File: src/rtl/cr_osf_ib_split_pkg.sv
// Shared types and constants for the OSF inbound splitter.
// Holds the merged stream bus, the TLV header layout, TLV type codes,
// RQE frame-size codes, the debug control word and the splitter state codes.
package cr_osf_ib_split_pkg;

  typedef struct packed {
    logic [63:0] tdata;
    logic [7:0]  tuser;   // [0] SOT, [1] EOT
    logic [7:0]  tstrb;
    logic        tlast;
  } axi4s_dp_bus_t;

  // First word of every TLV.
  typedef struct packed {
    logic [31:0] rsvd;
    logic [3:0]  frame_size;
    logic        last_of_command;
    logic [2:0]  rsvd1;
    logic [15:0] tlv_len;
    logic [7:0]  tlv_type;
  } tlv_word_0_t;

  typedef struct packed {
    logic [5:0] rsvd;
    logic [1:0] rd_mode;  // 1: hold in DF, 2: hold in PF, 0/3: normal
  } debug_ctl_t;

  // Type code 0 is reserved: it marks "no TLV open" in the splitter.
  localparam logic [7:0] TLV_NONE           = 8'd0;
  localparam logic [7:0] TLV_RQE            = 8'd1;
  localparam logic [7:0] TLV_CQE            = 8'd2;
  localparam logic [7:0] TLV_DATA           = 8'd3;
  localparam logic [7:0] TLV_DATA_UNK       = 8'd4;
  localparam logic [7:0] TLV_LZ77           = 8'd5;
  localparam logic [7:0] FRMD_USER_NULL     = 8'd6;
  localparam logic [7:0] FRMD_USER_PI16     = 8'd7;
  localparam logic [7:0] FRMD_USER_PI64     = 8'd8;
  localparam logic [7:0] FRMD_USER_VM       = 8'd9;
  localparam logic [7:0] FRMD_INT_APP       = 8'd10;
  localparam logic [7:0] FRMD_INT_SIP       = 8'd11;
  localparam logic [7:0] FRMD_INT_LIP       = 8'd12;
  localparam logic [7:0] FRMD_INT_VM        = 8'd13;
  localparam logic [7:0] FRMD_INT_VM_SHORT  = 8'd14;

  localparam logic [3:0] RQE_SIMPLE      = 4'd1;
  localparam logic [3:0] RQE_COMPOUND_4K = 4'd2;
  localparam logic [3:0] RQE_COMPOUND_8K = 4'd3;

  typedef logic [0:0] osf_ib_st_e;
  localparam osf_ib_st_e ISP_DF = 1'b0;
  localparam osf_ib_st_e ISP_PF = 1'b1;

endpackage

File: src/rtl/cr_osf_ib_tlv_dec.sv
// Combinational TLV header classifier.
//   tdata           : candidate header word (only meaningful on SOT)
//   tlv_type        : raw type code
//   is_rqe/is_cqe   : request / completion headers
//   is_dat          : DATA, DATA_UNK or LZ77
//   is_frmd         : any FRMD_* header
//   frame_size      : RQE frame size code
//   last_of_command : data frame is the last of its command
module cr_osf_ib_tlv_dec
  import cr_osf_ib_split_pkg::*;
(
  input  logic [63:0] tdata,
  output logic [7:0]  tlv_type,
  output logic        is_rqe,
  output logic        is_dat,
  output logic        is_cqe,
  output logic        is_frmd,
  output logic [3:0]  frame_size,
  output logic        last_of_command
);

  tlv_word_0_t hdr;
  logic        unused_hdr;

  assign hdr             = tlv_word_0_t'(tdata);
  assign tlv_type        = hdr.tlv_type;
  assign frame_size      = hdr.frame_size;
  assign last_of_command = hdr.last_of_command;

  assign is_rqe  = (tlv_type == TLV_RQE);
  assign is_cqe  = (tlv_type == TLV_CQE);
  assign is_dat  = tlv_type inside {TLV_DATA, TLV_DATA_UNK, TLV_LZ77};
  assign is_frmd = tlv_type inside {FRMD_USER_NULL, FRMD_USER_PI16, FRMD_USER_PI64,
                                    FRMD_USER_VM, FRMD_INT_APP, FRMD_INT_SIP,
                                    FRMD_INT_LIP, FRMD_INT_VM, FRMD_INT_VM_SHORT};

  assign unused_hdr = ^{hdr.rsvd, hdr.rsvd1, hdr.tlv_len};

endmodule

File: src/rtl/cr_osf_ib_split.sv
// OSF inbound splitter: steers the merged TLV stream to the data FIFO
// (RQE/DATA/DATA_UNK/LZ77) or the PDT FIFO (CQE/FRMD_*), switching at
// segment boundaries found by the outbound merge command rules.
//   ib_fifo_*        : merged input stream (rdata, empty, rd pop)
//   df_fifo_*        : data FIFO (full, wr push, wdata)
//   pf_fifo_*        : PDT FIFO (full, wr push, wdata)
//   debug_ctl_config : rd_mode phase hold for debug
//   proto_err        : one-cycle pulse per protocol violation
//   err_cnt/cmd_cnt  : saturating error count / wrapping command count
module cr_osf_ib_split
  import cr_osf_ib_split_pkg::*;
#(
  parameter int ERR_CNT_W = 16,
  parameter int CMD_CNT_W = 32
) (
  input  logic                 clk,
  input  logic                 rst_n,
  input  axi4s_dp_bus_t        ib_fifo_rdata,
  input  logic                 ib_fifo_empty,
  output logic                 ib_fifo_rd,
  input  logic                 df_fifo_full,
  output logic                 df_fifo_wr,
  output axi4s_dp_bus_t        df_fifo_wdata,
  input  logic                 pf_fifo_full,
  output logic                 pf_fifo_wr,
  output axi4s_dp_bus_t        pf_fifo_wdata,
  input  debug_ctl_t           debug_ctl_config,
  output logic                 proto_err,
  output logic [ERR_CNT_W-1:0] err_cnt,
  output logic [CMD_CNT_W-1:0] cmd_cnt
);

  osf_ib_st_e st;
  logic [7:0] cur_type;
  logic       simp_cmd, cmp_cmd, dat_val, last_frame, cqe_val, frmd_val;

  logic [7:0] typ;
  logic [3:0] fsz;
  logic       is_rqe, is_dat, is_cqe, is_frmd, loc;

  cr_osf_ib_tlv_dec u_dec (
    .tdata           (ib_fifo_rdata.tdata),
    .tlv_type        (typ),
    .is_rqe          (is_rqe),
    .is_dat          (is_dat),
    .is_cqe          (is_cqe),
    .is_frmd         (is_frmd),
    .frame_size      (fsz),
    .last_of_command (loc)
  );

  logic sot, eot, in_df, xfer, head, tlv_open, bad_type;
  logic df_dat_hd, pf_cqe_hd, pf_frmd_hd;
  logic dat_hit, cqe_hit, frmd_hit, done_cqe, done_frmd, go_pf, go_df;
  logic unused_cfg;

  assign sot   = ib_fifo_rdata.tuser[0];
  assign eot   = ib_fifo_rdata.tuser[1];
  assign in_df = (st == ISP_DF);
  assign xfer  = !ib_fifo_empty && !(in_df ? df_fifo_full : pf_fifo_full);
  assign head  = xfer && sot;

  // A TLV is open while cur_type holds a header type awaiting its EOT.
  assign tlv_open = (cur_type != TLV_NONE);

  assign ib_fifo_rd    = xfer;
  assign df_fifo_wr    = xfer && in_df;
  assign pf_fifo_wr    = xfer && !in_df;
  assign df_fifo_wdata = ib_fifo_rdata;
  assign pf_fifo_wdata = ib_fifo_rdata;

  assign bad_type  = in_df ? !(is_rqe || is_dat) : !(is_cqe || is_frmd);
  assign proto_err = (head && (tlv_open || bad_type)) || (xfer && !sot && !tlv_open);

  assign df_dat_hd  = head && in_df && is_dat;
  assign pf_cqe_hd  = head && !in_df && is_cqe;
  assign pf_frmd_hd = head && !in_df && is_frmd;

  // Include the current header so single-word TLVs (SOT+EOT together)
  // qualify their own boundary in the same cycle.
  assign dat_hit  = dat_val  || df_dat_hd;
  assign cqe_hit  = cqe_val  || pf_cqe_hd;
  assign frmd_hit = frmd_val || pf_frmd_hd;

  assign done_cqe  = (simp_cmd || (cmp_cmd && last_frame)) && cqe_hit;
  assign done_frmd = cmp_cmd && !last_frame && frmd_hit;

  assign go_pf = xfer && eot && in_df && dat_hit && (debug_ctl_config.rd_mode != 2'd1);
  assign go_df = xfer && eot && !in_df && (done_cqe || done_frmd) &&
                 (debug_ctl_config.rd_mode != 2'd2);

  assign unused_cfg = ^debug_ctl_config.rsvd;

  always_ff @(posedge clk or negedge rst_n) begin
    if (!rst_n) begin
      st         <= ISP_DF;
      cur_type   <= TLV_NONE;
      simp_cmd   <= 1'b0;
      cmp_cmd    <= 1'b0;
      dat_val    <= 1'b0;
      last_frame <= 1'b0;
      cqe_val    <= 1'b0;
      frmd_val   <= 1'b0;
      err_cnt    <= '0;
      cmd_cnt    <= '0;
    end else begin
      if (head)             cur_type <= eot ? TLV_NONE : typ;
      else if (xfer && eot) cur_type <= TLV_NONE;

      if (head && in_df && is_rqe) begin
        simp_cmd <= (fsz == RQE_SIMPLE);
        cmp_cmd  <= (fsz == RQE_COMPOUND_4K) || (fsz == RQE_COMPOUND_8K);
      end

      if (df_dat_hd) last_frame <= loc;

      if (go_pf)          dat_val <= 1'b0;
      else if (df_dat_hd) dat_val <= 1'b1;

      if (go_df) begin
        cqe_val  <= 1'b0;
        frmd_val <= 1'b0;
      end else begin
        if (pf_cqe_hd)  cqe_val  <= 1'b1;
        if (pf_frmd_hd) frmd_val <= 1'b1;
      end

      if (go_pf)      st <= ISP_PF;
      else if (go_df) st <= ISP_DF;

      if (proto_err && (err_cnt != '1)) err_cnt <= err_cnt + ERR_CNT_W'(1);
      if (go_df && done_cqe)            cmd_cnt <= cmd_cnt + CMD_CNT_W'(1);
    end
  end

endmodule

File: config.mk
export PLATFORM = sky130hd
export DESIGN_NAME = cr_osf_ib_split
export DESIGN_NICKNAME = d
export VERILOG_FILES = /design/src/rtl/cr_osf_ib_split_pkg.sv /design/src/rtl/cr_osf_ib_tlv_dec.sv /design/src/rtl/cr_osf_ib_split.sv
export SDC_FILE = /design/constraint.sdc
export NUM_CORES = 1
export LEC_CHECK = 0
export ABC_AREA = 1
export CAP_MARGIN = 20
export CELL_PAD_IN_SITES_DETAIL_PLACEMENT = 1
export CELL_PAD_IN_SITES_GLOBAL_PLACEMENT = 1
export CORE_AREA = 2 2 146 148
export CTS_CLUSTER_DIAMETER = 40
export DETAILED_ROUTE_END_ITERATION = 16
export DIE_AREA = 0 0 148 150
export MAX_ROUTING_LAYER = met4
export PLACE_DENSITY = 0.81
export SLEW_MARGIN = 10
export SYNTH_ARGS = -nofsm -noshare
export SYNTH_HDL_FRONTEND = slang
export SYNTH_HIERARCHICAL = 1
export SYNTH_SLANG_ARGS = --single-unit
File: constraint.sdc
create_clock -name clk -period 2.3 [get_ports clk]
set_input_delay 0.575 -clock clk [delete_from_list [all_inputs] [get_ports clk]]
set_output_delay 0.575 -clock clk [all_outputs]
set_load 0.005 [all_outputs]
# --- Yosys cells after proc, flatten, opt, wreduce, memory -nomap -nowiden ---
# Index checks and enable logic that the tools add are counted.
totals:
  regBits: 63
  input_bits: 94
  out_inout_bits: 214
  wordCells: 97
classes:
  addsub: 2
  n_eq_ne: 20
  muxes: 13
  bitwise: 1
  reduce_logical: 51
ops:
  columns: ["operator", "n"]
  rows:
  - ["$eq A8 B4 Y1 const B", 7]
  - ["$add A32 B1 Y32 const B", 1]
  - ["$eq A8 B3 Y1 const B", 4]
  - ["$logic_and A1 B1 Y1", 26]
  - ["$mux W8", 3]
  - ["$add A16 B1 Y16 const B", 1]
  - ["$eq A8 B2 Y1 const B", 2]
  - ["$ne A16 B16 Y1 const B", 1]
  - ["$logic_or A1 B1 Y1", 10]
  - ["$mux W1", 10]
  - ["$reduce_bool A2 Y1", 5]
  - ["$reduce_bool A9 Y1", 1]
  - ["$eq A4 B2 Y1 const B", 2]
  - ["$eq A8 B1 Y1 const B", 1]
  - ["$reduce_bool A8 Y1", 1]
  - ["$logic_not A1 Y1", 7]
  - ["$eq A4 B1 Y1 const B", 1]
  - ["$reduce_bool A3 Y1", 1]
  - ["$ne A2 B1 Y1 const B", 1]
  - ["$ne A2 B2 Y1 const B", 1]
  - ["$not A1 Y1", 1]

# --- Longest topological paths before layout ---
depth:
  word_depth: 13
  ltp_mapped: 16
  ltp_nobuf: 15

# --- By module ---
# The synthesis kept the hierarchy.
by_module_without_submodules:
  columns: ["module", "instances", "cells_each", "area_per_inst_um2", "seq_area_each_um2"]
  rows:
  - ["cr_osf_ib_split", 1, 726, 5064.9, 1576.5]
  - ["cr_osf_ib_tlv_dec", 1, 41, 210.2, 0.0]

# --- Worst setup path before layout ---
# No wires, ideal clock.
synth_path:
  path_type: "input-to-output"
  from: "input port ib_fifo_rdata[22] (netlist name)"
  to: "output port proto_err"
  arrival_time_ps: 1464
  required_ps: 1725
  slack_ps: 261
  path_stages: 11
  n_path_buf: 1
  cell_sequence: "nor2_1 > nand3_1 > a21oi_1 > nor2_1 > nand2_1 > nand2_1 > inv_1 > nand2_1 > nand2_1 > nand2_2 > buf_2"
synth_via:
  elab_chain_len: 8
  elab_cells_between_ends: 24
  cone_classes: "14 x eq/ne; 1 x mux; 9 x reduce/logical"
synth_rtl:
  columns: ["element", "line_no", "text"]
  rows:
  - ["start: declaration", "cr_osf_ib_split.sv:18", "input axi4s_dp_bus_t ib_fifo_rdata,"]
  - ["$eq A8 B2 Y1 / $eq A8 B3 Y1 (equally long branches)", "cr_osf_ib_tlv_dec.sv:32", "assign is_dat = tlv_type inside {TLV_DATA, TLV_DATA_UNK, TLV_LZ77};"]
  - ["$reduce_bool A3 Y1 *", "cr_osf_ib_tlv_dec.sv:32", null]
  - ["net is_dat", "cr_osf_ib_split.sv:39", "logic is_rqe, is_dat, is_cqe, is_frmd, loc;"]
  - ["$logic_or A1 B1 Y1 *", "cr_osf_ib_split.sv:72", "assign bad_type = in_df ? !(is_rqe || is_dat) : !(is_cqe || is_frmd);"]
  - ["$logic_not A1 Y1 *", "cr_osf_ib_split.sv:72", null]
  - ["$mux W1 *", "cr_osf_ib_split.sv:72", null]
  - ["$logic_or A1 B1 Y1 *", "cr_osf_ib_split.sv:73", "assign proto_err = (head && (tlv_open || bad_type)) || (xfer && !sot && !tlv_open);"]
  - ["$logic_and A1 B1 Y1 *", "cr_osf_ib_split.sv:73", null]
  - ["$logic_or A1 B1 Y1 *", "cr_osf_ib_split.sv:73", null]
  - ["end: declaration", "cr_osf_ib_split.sv:28", "output logic proto_err,"]
# Mark *: on every way through the listed nets, which the timed path passes. The rest lies on a longest branch.

# --- Final worst setup path ---
layout_path:
  from: "input port ib_fifo_rdata[19] (netlist name)"
  to: "output port proto_err"
# Same word-level chain as after synthesis.

==> results <==
## metrics by stage
stage | hold slack (ns) | std cells | TNS [ns]
floorplan | 0.279 | 767 | 0
global placement | 0.476 | 997 | -11.15
detailed placement | 0.489 | 997 | -16.09
CTS | 0.185 | 1021 | -0.132
global route | 0.203 | 1024 | -0.0571
finish | 0.182 | 1024 | 0
## sequential cells by signal, summed over array words and instances (netlist names)
signal / cells
cmd_cnt: 32
frmd_val: 1
err_cnt: 16
st: 1
dat_val: 1
last_frame: 1
cqe_val: 1
cmp_cmd: 1
cur_type: 8
simp_cmd: 1
## where the power goes
group	internal [mW]	total (mW)	switching (mW)
sequential	1.20	1.29	0.0941
combinational	0.343	0.708	0.365
clock	0.829	1.33	0.500
total	2.37	3.33	0.959
## per-layer routing
metal / GRT usage / wire length, um / up-vias / share of wire
met2: 0.227 / 7050 / 98 / 0.50
met5: - / 0 / - / 0
met1: 0.152 / 6140 / 2099 / 0.44
met3: 0.0366 / 695 / 18 / 0.049
li1: - / - / 2160 / -
met4: 0.0395 / 180 / 0 / 0.013
## critical path: stages
cell	delay, ns
buf_4	0.14
nor2_4	0.13
nand2_2	0.10
a21oi_4	0.16
nor2_1	0.06
nand2_1	0.06
nand2_1	0.06
inv_1	0.06
nand2_1	0.05
nand2_1	0.07
nand2_2	0.09
buf_2	0.14
## worst max path at each step
stage	startpoint	endpoint	slack [ns]	cells past startpoint
after floorplan	ib_fifo_rdata[22]	proto_err	0.26	11
after global placement	ib_fifo_rdata[18]	proto_err	-0.72	14
after detailed placement	ib_fifo_rdata[18]	proto_err	-0.79	14
after CTS	ib_fifo_rdata[19]	proto_err	-0.13	12
after global routing	ib_fifo_rdata[19]	proto_err	-0.04	12
final	ib_fifo_rdata[19]	proto_err	0.03	12
## Yosys cell counts (all sizes together) (3+ instances only)
cell,instances,area (um^2)
nand2,263,995
buf,184,1380
nor2,79,304
dfrtp,63,1580
inv,48,180
nand3,45,238
o21ai,25,125
nand3b,17,128
xor2,16,140
nor3,6,52.6
xnor2,6,52.6
a21oi,5,25.0
nand4,3,25.0
## repair_timing
item / in CTS / in global routing
resized for setup: 40 / 55
endpoints found under the setup margin: 27 / 53
pin swaps: 12 / 17
setup buffers: 9 / 3
## layout make-up
type                    instances  area, um^2
inverters                      50         191
well taps                     275         344
multi-input cells             470        2230
clock inverters                 4        47.5
fillers                      2569       14600
clock buffers                  11         233
flip-flops and latches         63        1580
repair buffers                151        1430
## cell families after synthesis
family | after synthesis
AOI/OAI and AO/OA | 33
xor gates and xnor gates | 22
buffers and inverters | 234
DFF | 63
and+or+nand+nor | 413
adders and majority gates | 2
==> results.ini <==
[drt]
routedWlPerCell_um=13.7
dr_total_vias=4375
vias_per_cell=4.27
drtAntennaViolNets=0
dr.pass1.iters=5
wl_um=14100
remaining_drc_errors=0
drt_iter0_drc=152

[layout]
utilization=0.292
nets=841
drive_gt1_frac=0.147
antenna_cells=0
layout_common_cells=nand2_1, clkdlybuf4s50_1, nor2_1
syn_to_final_growth_pct=14.6
stdcell_area_um2=6040
layout_commonest_cell=nand2_1

[power_and_ir_drop]
power_density_nw_per_um2=551
irDropWorstVdd_mv=0.335
total_leakage_power_nw=2.76
power_mw=3.33

[clock_tree]
clkLatencyLatePin_ns=0.34
cts_buffers=9
cts_tree=done
clockBufferDepth=2
cts_hold_buf=0
cts_num_sinks=63
htreeDepth=3
cts.clk_slew.worst_paths_ns=0.05
clockRootBuffer=clkbuf_16

[logic_synthesis]
synth_warnings=6
seq_area_frac_synth=0.299
yosys.area_share.simple=0.330
synthMuxAreaShare=0
synth_compound_area_frac=0.0327
ys_seq_elements=63
async_flop_share=1.00
syn_inst=767
synth_fa_ha_area_frac=0.00474
synth_edf_count=0
netlist_area_um2=5280
synth_flop_cell=dfrtp_1
ys_types=27
synth_top_family_by_area=simple AND/OR/NAND/NOR gates
synthesis.nets=863
syn_avg_cell_area_um2=6.88
synth_xor_area_frac=0.0365

[worst_setup_path]
worst_setup_path_start_kind=input port
r2r-start=cmd_cnt[0]
r2r_end=cmd_cnt[26]
cp.arrival_ns=1.69
worstPathMaxFanout=5
required_ns=1.73
worst-r2r-setup-slack_ns=0.31
criticalPathCategory=in -> out
cp-end-kind=primary output
r2r_cells=10

[sta]
max_slew_margin=0.703
worst_slack_ns=0.0329
rsz0062_at_grt=yes
setup_viol=0
hold_violations=0
worst_pin_slew_ns=0.445
post-route-min-period_ns=2.27
skew_ns=0.00659
max_freq_mhz=441
maxSlewViolCount=0
fin_crit_sh=0.986

[floorplanning]
chipWidth_um=148
die_y_um=150
core_um2=20700
io_pins=308
die-area_um2=22200
start_util=0.255
num_rows=53

[placement]
dpl_worst_slack_ns=-0.792
port_buffers=103
place_area_um2=5580
place.gp.congestion=0.835
place.detailed.hpwl_um=10500

[global_routing]
grt_pass1_wl_um=23100
grt_usage=0.133
grt_pass1_vias=4656
antenna_found_initial=0
grt_max_degree=48
grt_remaining_overflow=0

[worst_hold_path]
hp-class=in -> async

[status]
status=completed

[flow_run]
maxCapViolCount=0

(Power assumes the default switching activity.)
